--- src/rtl/arm_pipe_pkg.sv ---
// Shared definitions for the pipeline stall controller: FSM state encoding
// and wait-state counter sizing.
package arm_pipe_pkg;

  localparam int WAIT_W       = 4;
  localparam int MEM_WAIT_MAX = 15;

  typedef enum logic [1:0] {
    RUN      = 2'd0,
    MEM_BUSY = 2'd1,
    MEM_DONE = 2'd2
  } pipe_state_e;

endpackage

--- src/rtl/wait_state_counter.sv ---
// Down-counter that times the SRAM access: loaded at request, decremented
// while the access is outstanding, flags zero when the last wait cycle is due.
module wait_state_counter
  import arm_pipe_pkg::*;
#(
  parameter int W = WAIT_W
) (
  input  logic         clk,
  input  logic         rst_n,
  input  logic         load,
  input  logic [W-1:0] load_val,
  input  logic         dec,
  output logic         zero
);

  logic [W-1:0] cnt;

  // load has priority; decrement stops at zero so the counter never wraps
  always_ff @(posedge clk or negedge rst_n) begin
    if (!rst_n)               cnt <= '0;
    else if (load)            cnt <= load_val;
    else if (dec && cnt != 0) cnt <= cnt - W'(1);
  end

  assign zero = (cnt == '0);

endmodule

--- src/rtl/pipeline_stall_controller.sv ---
// Pipeline stall controller: freezes the pipe for SRAM accesses, bubbles
// for data hazards, flushes on taken branches. Optional performance
// counters are built only when PIPE_PERF_CNT_EN is defined.
module pipeline_stall_controller
  import arm_pipe_pkg::*;
#(
  parameter int MEM_WAIT_CYCLES = 4,
  parameter int PERF_W          = 32
) (
  input  logic              clk,
  input  logic              rst_n,
  input  logic              hazard_detected,
  input  logic              branch_taken,
  input  logic              mem_r_en,
  input  logic              mem_w_en,
  input  logic              perf_clr,
  output logic              pc_en,
  output logic              if_id_en,
  output logic              id_exe_en,
  output logic              exe_mem_en,
  output logic              if_id_flush,
  output logic              id_exe_flush,
  output logic              mem_wb_bubble,
  output logic              mem_access_done,
  output logic [PERF_W-1:0] stall_cnt,
  output logic [PERF_W-1:0] flush_cnt,
  output logic [PERF_W-1:0] mem_stall_cnt
);

  localparam logic [WAIT_W-1:0] LOAD_VAL = WAIT_W'(MEM_WAIT_CYCLES - 1);

  pipe_state_e state, state_nxt;
  logic        mem_req;
  logic        mem_freeze;
  logic        wait_zero;

  assign mem_req = mem_r_en | mem_w_en;

  wait_state_counter #(.W(WAIT_W)) u_wait (
    .clk      (clk),
    .rst_n    (rst_n),
    .load     (state == RUN && mem_req),
    .load_val (LOAD_VAL),
    .dec      (state == MEM_BUSY),
    .zero     (wait_zero)
  );

  // state register
  always_ff @(posedge clk or negedge rst_n) begin
    if (!rst_n) state <= RUN;
    else        state <= state_nxt;
  end

  // next state and stage control decode; freeze beats branch beats hazard
  always_comb begin
    state_nxt       = state;
    mem_freeze      = 1'b0;
    pc_en           = 1'b1;
    if_id_en        = 1'b1;
    id_exe_en       = 1'b1;
    exe_mem_en      = 1'b1;
    if_id_flush     = 1'b0;
    id_exe_flush    = 1'b0;
    mem_wb_bubble   = 1'b0;
    mem_access_done = 1'b0;

    case (state)
      RUN: begin
        if (mem_req) begin
          state_nxt  = MEM_BUSY;
          mem_freeze = 1'b1;
        end
      end
      MEM_BUSY: begin
        mem_freeze = 1'b1;
        if (wait_zero) state_nxt = MEM_DONE;
      end
      MEM_DONE: begin
        // a request seen here is picked up next cycle in RUN
        state_nxt       = RUN;
        mem_access_done = 1'b1;
      end
      default: state_nxt = RUN;
    endcase

    if (mem_freeze) begin
      pc_en         = 1'b0;
      if_id_en      = 1'b0;
      id_exe_en     = 1'b0;
      exe_mem_en    = 1'b0;
      mem_wb_bubble = 1'b1;
    end else if (branch_taken) begin
      if_id_flush  = 1'b1;
      id_exe_flush = 1'b1;
    end else if (hazard_detected) begin
      pc_en        = 1'b0;
      if_id_en     = 1'b0;
      id_exe_flush = 1'b1;
    end
  end

`ifdef PIPE_PERF_CNT_EN
  // saturating event counters; clear wins over increment
  always_ff @(posedge clk or negedge rst_n) begin
    if (!rst_n) begin
      stall_cnt     <= '0;
      flush_cnt     <= '0;
      mem_stall_cnt <= '0;
    end else if (perf_clr) begin
      stall_cnt     <= '0;
      flush_cnt     <= '0;
      mem_stall_cnt <= '0;
    end else begin
      if (!pc_en && stall_cnt != '1)
        stall_cnt <= stall_cnt + PERF_W'(1);
      if ((if_id_flush || id_exe_flush) && flush_cnt != '1)
        flush_cnt <= flush_cnt + PERF_W'(1);
      if (mem_freeze && mem_stall_cnt != '1)
        mem_stall_cnt <= mem_stall_cnt + PERF_W'(1);
    end
  end
`else
  logic unused_perf;
  assign unused_perf   = perf_clr;
  assign stall_cnt     = '0;
  assign flush_cnt     = '0;
  assign mem_stall_cnt = '0;
`endif

endmodule

--- config.mk ---
export PLATFORM = sky130hd
export DESIGN_NAME = pipeline_stall_controller
export DESIGN_NICKNAME = d
export VERILOG_FILES = /design/src/rtl/arm_pipe_pkg.sv /design/src/rtl/wait_state_counter.sv /design/src/rtl/pipeline_stall_controller.sv
export SDC_FILE = /design/constraint.sdc
export NUM_CORES = 1
export LEC_CHECK = 0
export ABC_CLOCK_PERIOD_IN_PS = 5000
export BUFFER_PORTS_ARGS = -buffer_cell sky130_fd_sc_hd__buf_2
export CAP_MARGIN = 20
export CORE_MARGIN = 2
export CORE_UTILIZATION = 40
export CTS_BUF_LIST = sky130_fd_sc_hd__clkbuf_4
export CTS_CLUSTER_DIAMETER = 200
export DETAILED_ROUTE_END_ITERATION = 10
export PLACE_DENSITY = 0.88
export SYNTH_ARGS = -nofsm -noshare
export SYNTH_HDL_FRONTEND = slang
export SYNTH_SLANG_ARGS = --single-unit
--- constraint.sdc ---
create_clock -name clk -period 5 [get_ports clk]
set_clock_uncertainty 0.2 [all_clocks]
set_input_delay 0.25 -clock clk [delete_from_list [all_inputs] [get_ports clk]]
set_output_delay 0.25 -clock clk [all_outputs]
set_load 0.05 [all_outputs]
* Word-level counts from Yosys, hierarchy flattened *
Cells that the tools add are included.

operators by class
  $add $sub $neg = 1
  eq/ne operators = 4
  mux-type cells = 18
  bitwise gates (word level) = 1
  reduce and logical (&&, ||, !) cells = 7

operator list
  cell                                                  count
  2-to-1 mux 1 bit                                      12
  2-to-1 mux 4 bit                                      2
  zero test 4 bit                                       1
  2-to-1 mux 2 bit                                      2
  != test 2 bit (second input constant)                 2
  case mux 2 bit (2 select lines)                       1
  nonzero test 4 bit                                    1
  subtractor 4 x 1 -> 4 bit (second input constant)     1
  equality test 2 x 1 -> 1 bit (second input constant)  1
  equality test 2 bit (second input constant)           1
  logical AND 1 bit                                     2
  zero test 2 bit                                       1
  case mux 1 bit (2 select lines)                       1
  AND reduction 2 bit                                   1
  nonzero test 2 bit                                    1
  OR 1 bit                                              1

storage, ports and cells
  register bits = 6
  input bits = 7
  output and inout bits = 104
  logic and storage cells = 33

* Depth between registers and ports, before layout *
Gate-level depths: netlist of the first run.

  depth after elaboration = 4
  gate-level depth with buffers = 6
  gate-level depth less buffers = 5

* By module *
From an unflattened synthesis of the first run, not the netlist that was laid out.

unflattened totals
  cell total of the unflattened synthesis = 143
  area total of the unflattened synthesis = 1167.4 um2

by module, submodules not included
  module                     instances  cells each  area an instance (um2)  seq. area each (um2)
  pipeline_stall_controller  1          116         897.1                   50.0
  wait_state_counter         1          27          270.3                   100.1

* Least setup slack after synthesis of the first run *
No wires, ideal clock.

  path kind = flip-flop to output port
  from = reg state[0]
  to = out pc_en
  arrival time = 2.276 ns
  data required time = 4.550 ns
  path slack = 2.274 ns
  stages on the path, launching flop included = 7
  buffers on the path = 2
  cells stage by stage = dfrtp_1 buf_6 nor3_4 or2_4 inv_2 a21oi_1 buf_4

on the way
  word-level cells in the longest chain between the ends = 3
  elaborated cells on any way between the ends = 4
  those cells by class = eq/ne: 1; mux: 2; reduce/logical: 1

RTL lines
  what                                                                    line                             text
  start: declaration                                                      pipeline_stall_controller.sv:32  pipe_state_e state, state_nxt;
  start signal: assignment                                                pipeline_stall_controller.sv:51  else state <= state_nxt;
  equality test 2 x 1 -> 1 bit / zero test 2 bit (equally long branches)  pipeline_stall_controller.sv:67  case (state)
  case mux 1 bit (2 select lines) (*)                                     pipeline_stall_controller.sv:67
  2-to-1 mux 1 bit (*)                                                    n/a
  end: declaration                                                        pipeline_stall_controller.sv:17  output logic pc_en,

Mark *: on every way between the ends. The rest lies on a longest branch, timed or not.

* Final worst setup path of the first run *
  from = reg state[0]
  to = out pc_en

on the way
  word-level cells in the longest chain between the ends = 3
  elaborated cells on any way between the ends = 4
  those cells by class = eq/ne: 1; mux: 2; reduce/logical: 1

RTL lines
  what                                                                    line                             text
  equality test 2 x 1 -> 1 bit / zero test 2 bit (equally long branches)  pipeline_stall_controller.sv:67
  case mux 1 bit (2 select lines) (*)                                     pipeline_stall_controller.sv:67
  2-to-1 mux 1 bit (*)                                                    pipeline_stall_controller.sv:86  if (mem_freeze) begin

Marked as above.

==> impl_metrics.csv, run 1 <==
group,metric,value,unit
outcome,status,"complete, no violations",
cells_and_area,instances_no_fill,181,
synthesis,synth_edf_count,0,
worst_setup_path,worstSetupPathType,"register to primary output",
sta,fin_crit,2030,ps
floorplanning,pin_count,111,
synthesis,synth.avg_cell_area,8.22,sq um
synthesis,ys_seq_elements,6,
sta,grt_setup_unrepaired,"no",
cells_and_area,final_common_cell,"conb_1",
worst_setup_path,path_buf_inv,2,
cells_and_area,finalNetCount,161,
sta,max_freq,491,MHz
sta,finalSetupViolCount,0,
synthesis,synth_area,1130,sq um
power_and_ir_drop,total_power,493,uW
worst_setup_path,crit_family,"flip-flops",
global_routing,grt_usage,5.97,%
placement,dp.cells,177,
global_routing,antenna_found_initial,0,
worst_setup_path,arrival,1580,ps
worst_setup_path,max_stage_delay,480,ps
synthesis,async_flop_share,100,%
clock_network,cts.htree.levels,1,
synthesis,synth_cells,137,
power_and_ir_drop,leakagePower,0.568,nW
floorplanning,start_util,41.6,%
synthesis,synth_flop_cell,"dfrtp_1",
cells_and_area,most-common-layout-cells,"96 x conb_1, 13 x buf_2, 6 x dfrtp_1",
worst_setup_path,setup.worst_path.start_class,"register",
floorplanning,coreArea,2710,sq um
routing,vias,568,
synthesis,ys_seq_area_share,13.3,%
cells_and_area,insertedDiodeCount,0,
placement,dp_hpwl,1040,um
routing,drc,0,
worst_setup_path,worst_ep_required_time,4550,ps
floorplanning,dieHeight,57.1,um
placement,place.gp.congestion,0.626,
power_and_ir_drop,ir_drop,0.278,mV
sta,final.period_utilization,40.7,%
clock_network,cts_buffer_depth,2,
clock_network,root_buffer,"clkbuf_4",
sta,drv_slew,0,
placement,place_area,840,sq um
worst_setup_path,cp_max_fo,9,
routing,vias_per_cell,3.14,
worst_setup_path,crit_chain,"nor3_4 > or2_4 > inv_2 > a21oi_1 > buf_2",
routing,drt_wl_total,1130,um
cells_and_area,drive_gt1_share,14.0,%
global_routing,grt_max_degree,10,
global_routing,grt_pass1_wl,1410,um
sta,final.setup.tns,0,ps
cells_and_area,area_delta_synth_final,-22.6,%
clock_network,cts_sinks,6,
cells_and_area,fin_area,872,sq um
worst_setup_path,slowest_stage,"dfrtp_1",
routing,postRouteAntennaNets,0,
clock_network,cts_tree,"done",
run,maxCapViolCount,0,
hold_path,hold_path.class,"input pin to asynchronous set/reset pin",
floorplanning,fp.dieW,57.1,um
routing,drt-initial-drc-count,2,
clock_network,cts_buffers,3,
synthesis,synth_warnings,0,
sta,hold_viol,0,
synthesis,synth.distinct_cells,26,
clock_network,clk_pin_slew,40,ps
floorplanning,rows,19,
routing,routedWlPerCell,6.26,um
global_routing,grt_pass1_vias,353,
global_routing,grt_overflow_total,0,
clock_network,clkLatencyLatePin,240,ps
placement,port_buffers,13,
power_and_ir_drop,p_per_area,565,nW/um^2
routing,firstDrtPassIters,2,
floorplanning,dieArea,3260,sq um
worst_setup_path,end_kind,"primary output",
## layout make-up
class                   count  area (sq um)
multi-input cells         122           567
clock buffers               3          22.5
well taps                  31          38.8
repair buffers             14          75.1
inverters                   5          18.8
flip-flops and latches      6           150
fillers                   303          1840
## what timing repair did
| item | 4_1_cts | 5_1_grt |
|---|---|---|
| resized for setup | 0 | 0 |
| hold buffers | 1 | 0 |
| hold endpoints to repair | 6 | 0 |
| buffers inserted | 0 | 0 |
## Yosys cell counts (all sizes together) (2+ instances only)
cell   number  area, sq um
nor3        3         26.3
inv         5         18.8
dfrtp       6          150
buf        99          747
nor2b       2         12.5
nand2       2         7.51
ha          2         25.0
nor2        3         11.3
## worst paths after layout
check,start,end,slack (ps),cells after the start
hold / removal,rst_n,state[0],160,2
max in group asynchronous,rst_n,u_wait.cnt[1],4290,2
hold reg to reg,u_wait.cnt[0],u_wait.cnt[0],350,1
setup / recovery,state[0],pc_en,2970,5
setup reg to reg,u_wait.cnt[0],u_wait.cnt[2],3330,5
min in group clk,mem_r_en,state[0],180,3
## kinds of logic (layout without fill, tap and decap cells)
family / count (synthesis) / in the layout / share of synthesized area, %
AO/OA/AOI/OAI: 6 / 6 / 4.67
flip-flops: 6 / 6 / 13.3
other: 1 / 96 / 0.333
AND/OR/NAND/NOR: 16 / 16 / 9.56
multiplexers: 2 / 2 / 1.89
adder cells (fa/ha/maj): 2 / 2 / 2.22
buffers and inverters: 104 / 22 / 68.0
## worst register-to-register path: cells and delay by family, from the launching register on
kind,cells,cell delay (ps)
AO/OA/AOI/OAI,1,80
adder cells (fa/ha/maj),1,220
buffers and inverters,1,80
flip-flops,1,380
AND/OR/NAND/NOR,2,630
## where the power goes
| group | internal [mW] | switching, mW | leakage (nW) |
|---|---|---|---|
| Sequential | 0.0703 | 0.0262 | 0.0714 |
| Clock | 0.0271 | 0.0164 | 0.0138 |
| Combinational | 0.0731 | 0.280 | 0.482 |
## routing by layer
layer / wire, um / GRT usage, %
met1: 357 / 5.88
met4: 0 / 3.99
met3: 209 / 3.40
met5: 0 / 0
met2: 566 / 9.52
## sequential cells by signal, summed over array words and instances, names as in the netlist
signal	flops
u_wait.cnt	4
state	2
## metrics by stage
stage / hold slack (ps) / util (%) / worst slack [ps]
2_1_floorplan: -246 / - / 2270
3_3_place_gp: -126 / 31.0 / 3230
3_5_place_dp: -113 / 31.0 / 3210
4_1_cts: 156 / 32.2 / 2940
5_1_grt: 157 / 32.2 / 2870
6_report: 157 / 32.2 / 2970
Note: power is estimated with default switching activity, not from simulation.
==> inputs of run 2 (changes only) <==
--- a/config.mk
+++ b/config.mk
@@ -5,15 +5,15 @@
 export SDC_FILE = /design/constraint.sdc
 export NUM_CORES = 1
 export LEC_CHECK = 0
-export ABC_CLOCK_PERIOD_IN_PS = 5000
+export ABC_CLOCK_PERIOD_IN_PS = 1900
 export BUFFER_PORTS_ARGS = -buffer_cell sky130_fd_sc_hd__buf_2
 export CAP_MARGIN = 20
 export CORE_MARGIN = 2
-export CORE_UTILIZATION = 40
+export CORE_UTILIZATION = 37
 export CTS_BUF_LIST = sky130_fd_sc_hd__clkbuf_4
 export CTS_CLUSTER_DIAMETER = 200
 export DETAILED_ROUTE_END_ITERATION = 10
-export PLACE_DENSITY = 0.88
+export PLACE_DENSITY = 0.82
 export SYNTH_ARGS = -nofsm -noshare
 export SYNTH_HDL_FRONTEND = slang
 export SYNTH_SLANG_ARGS = --single-unit
==> constraint.sdc (replaced) <==
create_clock -name clk -period 1.9 [get_ports clk]
set_clock_uncertainty 0.2 [all_clocks]
set_input_delay 0.095 -clock clk [delete_from_list [all_inputs] [get_ports clk]]
set_output_delay 0.095 -clock clk [all_outputs]
set_load 0.05 [all_outputs]
==> run 2 against run 1 <==
- clock power rose to 2.7 times the previous value
- cell count up 1.1%
- global-route usage up 0.55 points
- non-clock buffer count unchanged
- sequential share of layout area down 0.39 points
- critical endpoint is now if_id_en
- utilization down 2.0 points
- die area up 7.5%
==> impl_metrics.csv, run 2 (same netlist as run 1, synthesis figures left out) <==
group,metric,value,unit
floorplanning,dieHeight,59.2,um
clock_network,cts_buffers,3,
placement,dp_hpwl,1060,um
floorplanning,fp.dieW,59.2,um
worst_setup_path,rrSetupSlack,230,ps
sta,final.period_utilization,95.9,%
sta,hold_viol,0,
cells_and_area,largest_reg_flops,4,
floorplanning,pin_count,111,
floorplanning,dieArea,3500,sq um
cells_and_area,regMostFlops,"u_wait.cnt",
power_and_ir_drop,switching_share,65.1,%
clock_network,root_buffer,"clkbuf_4",
sta,final.setup.tns,0,ps
power_and_ir_drop,leakagePower,0.566,nW
power_and_ir_drop,pwr-share-comb,71.8,%
sta,hold_ws,7.97,ps
power_and_ir_drop,seqPwrFrac,19.3,%
worst_setup_path,reg2reg_from,"u_wait.cnt[0]",
clock_network,clk_pin_slew,50,ps
floorplanning,rows,20,
floorplanning,coreArea,2980,sq um
routing,drc,0,
global_routing,grtUsageMet2,11.1,%
run,maxCapViolCount,0,
worst_setup_path,timing.rr.end,"u_wait.cnt[2]",
routing,postRouteAntennaNets,0,
sta,drv_slew,0,
cells_and_area,insertedDiodeCount,0,
global_routing,antenna_found_initial,0,
sta,fin_crit,1820,ps
placement,place.gp.congestion,0.706,
global_routing,busiest_layer,"met2",
clock_network,cts_buffer_depth,2,
worst_setup_path,r2r_cells,5,
clock_network,cts_tree,"done",
clock_network,clkLatencyLatePin,240,ps
routing,firstDrtPassIters,2,
power_and_ir_drop,p_int,464,uW
placement,port_buffers,13,
routing,routedWlPerCell,6.43,um
global_routing,grt_overflow_total,0,
global_routing,grt_pass1_wl,1600,um
floorplanning,start_util,37.8,%
sta,grt_setup_unrepaired,"yes",
cells_and_area,finalNetCount,161,
global_routing,grt_max_degree,10,
hold_path,hold_path.class,"input pin to asynchronous set/reset pin",
worst_setup_path,worstSetupPathType,"register to primary output",
worst_setup_path,end_kind,"primary output",
cells_and_area,utilization,30.2,%
power_and_ir_drop,p_per_area,1480,nW/um^2
cells_and_area,top_regs,"u_wait.cnt x4, state x2",
cells_and_area,most-common-layout-cells,"96 x conb_1, 10 x buf_2, 6 x clkbuf_4",
worst_setup_path,cp_max_fo,9,
global_routing,grt_pass1_vias,399,
routing,drt-initial-drc-count,4,
worst_setup_path,worst_ep_required_time,1600,ps
clock_network,cts.htree.levels,1,
cells_and_area,area_delta_synth_final,-20.1,%
cells_and_area,drive_gt1_share,16.7,%
outcome,status,"complete, no violations",
worst_setup_path,setup.worst_path.start_class,"register",
sta,finalSetupViolCount,0,
global_routing,grtUsageMet1,5.87,%
power_and_ir_drop,ir_drop,0.257,mV
routing,drt_wl_total,1180,um
sta,max_freq,549,MHz
routing,vias_per_cell,3.14,
clock_network,cts_sinks,6,
routing,vias,575,
power_and_ir_drop,p_sw,865,uW
global_routing,grtUsageMet3,3.28,%
global_routing,grt_usage,6.52,%
cells_and_area,final_common_cell,"conb_1",
worst_setup_path,arrival,1530,ps
power_and_ir_drop,clkPwrFrac,8.9,%
-- run 2: changes by cell type in the layout (fill, tap and decap cells not counted), sizes merged --
cell,before,now
buf,13,10
clkbuf,3,6
-- run 2: worst max path at each step --
stage                              from            end  slack (ps)  depth (start not counted)
final                          state[0]       if_id_en          80                          5
after global routing           state[0]       if_id_en         -30                          5
after CTS                      state[0]       if_id_en          -3                          5
after detailed placement  u_wait.cnt[0]  u_wait.cnt[2]         240                          5
after global placement    u_wait.cnt[0]  u_wait.cnt[2]         280                          5
after floorplan                state[0]          pc_en        -140                          6
-- run 2: power by group through the flow --
stage	clock network [mW]	registers (mW)	logic, mW
2_1_floorplan	0	0.227	1.05
3_3_place_gp	0	0.252	0.927
3_5_place_dp	0	0.259	0.941
4_1_cts	0.124	0.257	0.948
5_1_grt	0.134	0.272	1.02
6_report	0.118	0.257	0.954
-- run 2: worst max-delay path, stage by stage, from the launching register on --
cell,delay [ps]
dfrtp_2,470
nor3_4,210
or2_4,170
inv_2,80
a21oi_4,120
clkbuf_4,240
-- run 2: cell type report --
cell class              count  area, sq um
multi-input cells         122          583
flip-flops and latches      6          151
inverters                   5         18.8
well taps                  33         41.3
fillers                   331         2080
clock buffers               3         22.5
repair buffers             14         82.6
-- run 2: per-stage QoR --
step	setup slack (ps)	instances	power, mW	instance area [sq um]
after detailed placement	236	179	1.20	858
final	77.7	183	1.33	900
after floorplan	-140	232	1.28	1500
after global routing	-26.4	183	1.43	900
after global placement	281	179	1.18	858
after CTS	-3.27	183	1.33	891
-- run 2: timing repair --
item,4_1_cts,5_1_grt
resized for setup,0,4
endpoints found under the hold margin,6,0
cloned,0,0
setup endpoints to repair,2,4
setup buffers,0,0
hold buffers,1,0
-- run 2: routing by layer --
layer	vias up	wire length [um]	share of wire, %
li1	264	-	-
met3	0	192	16
met5	-	0	0
met2	58	617	52
met4	0	0	0
met1	253	367	31
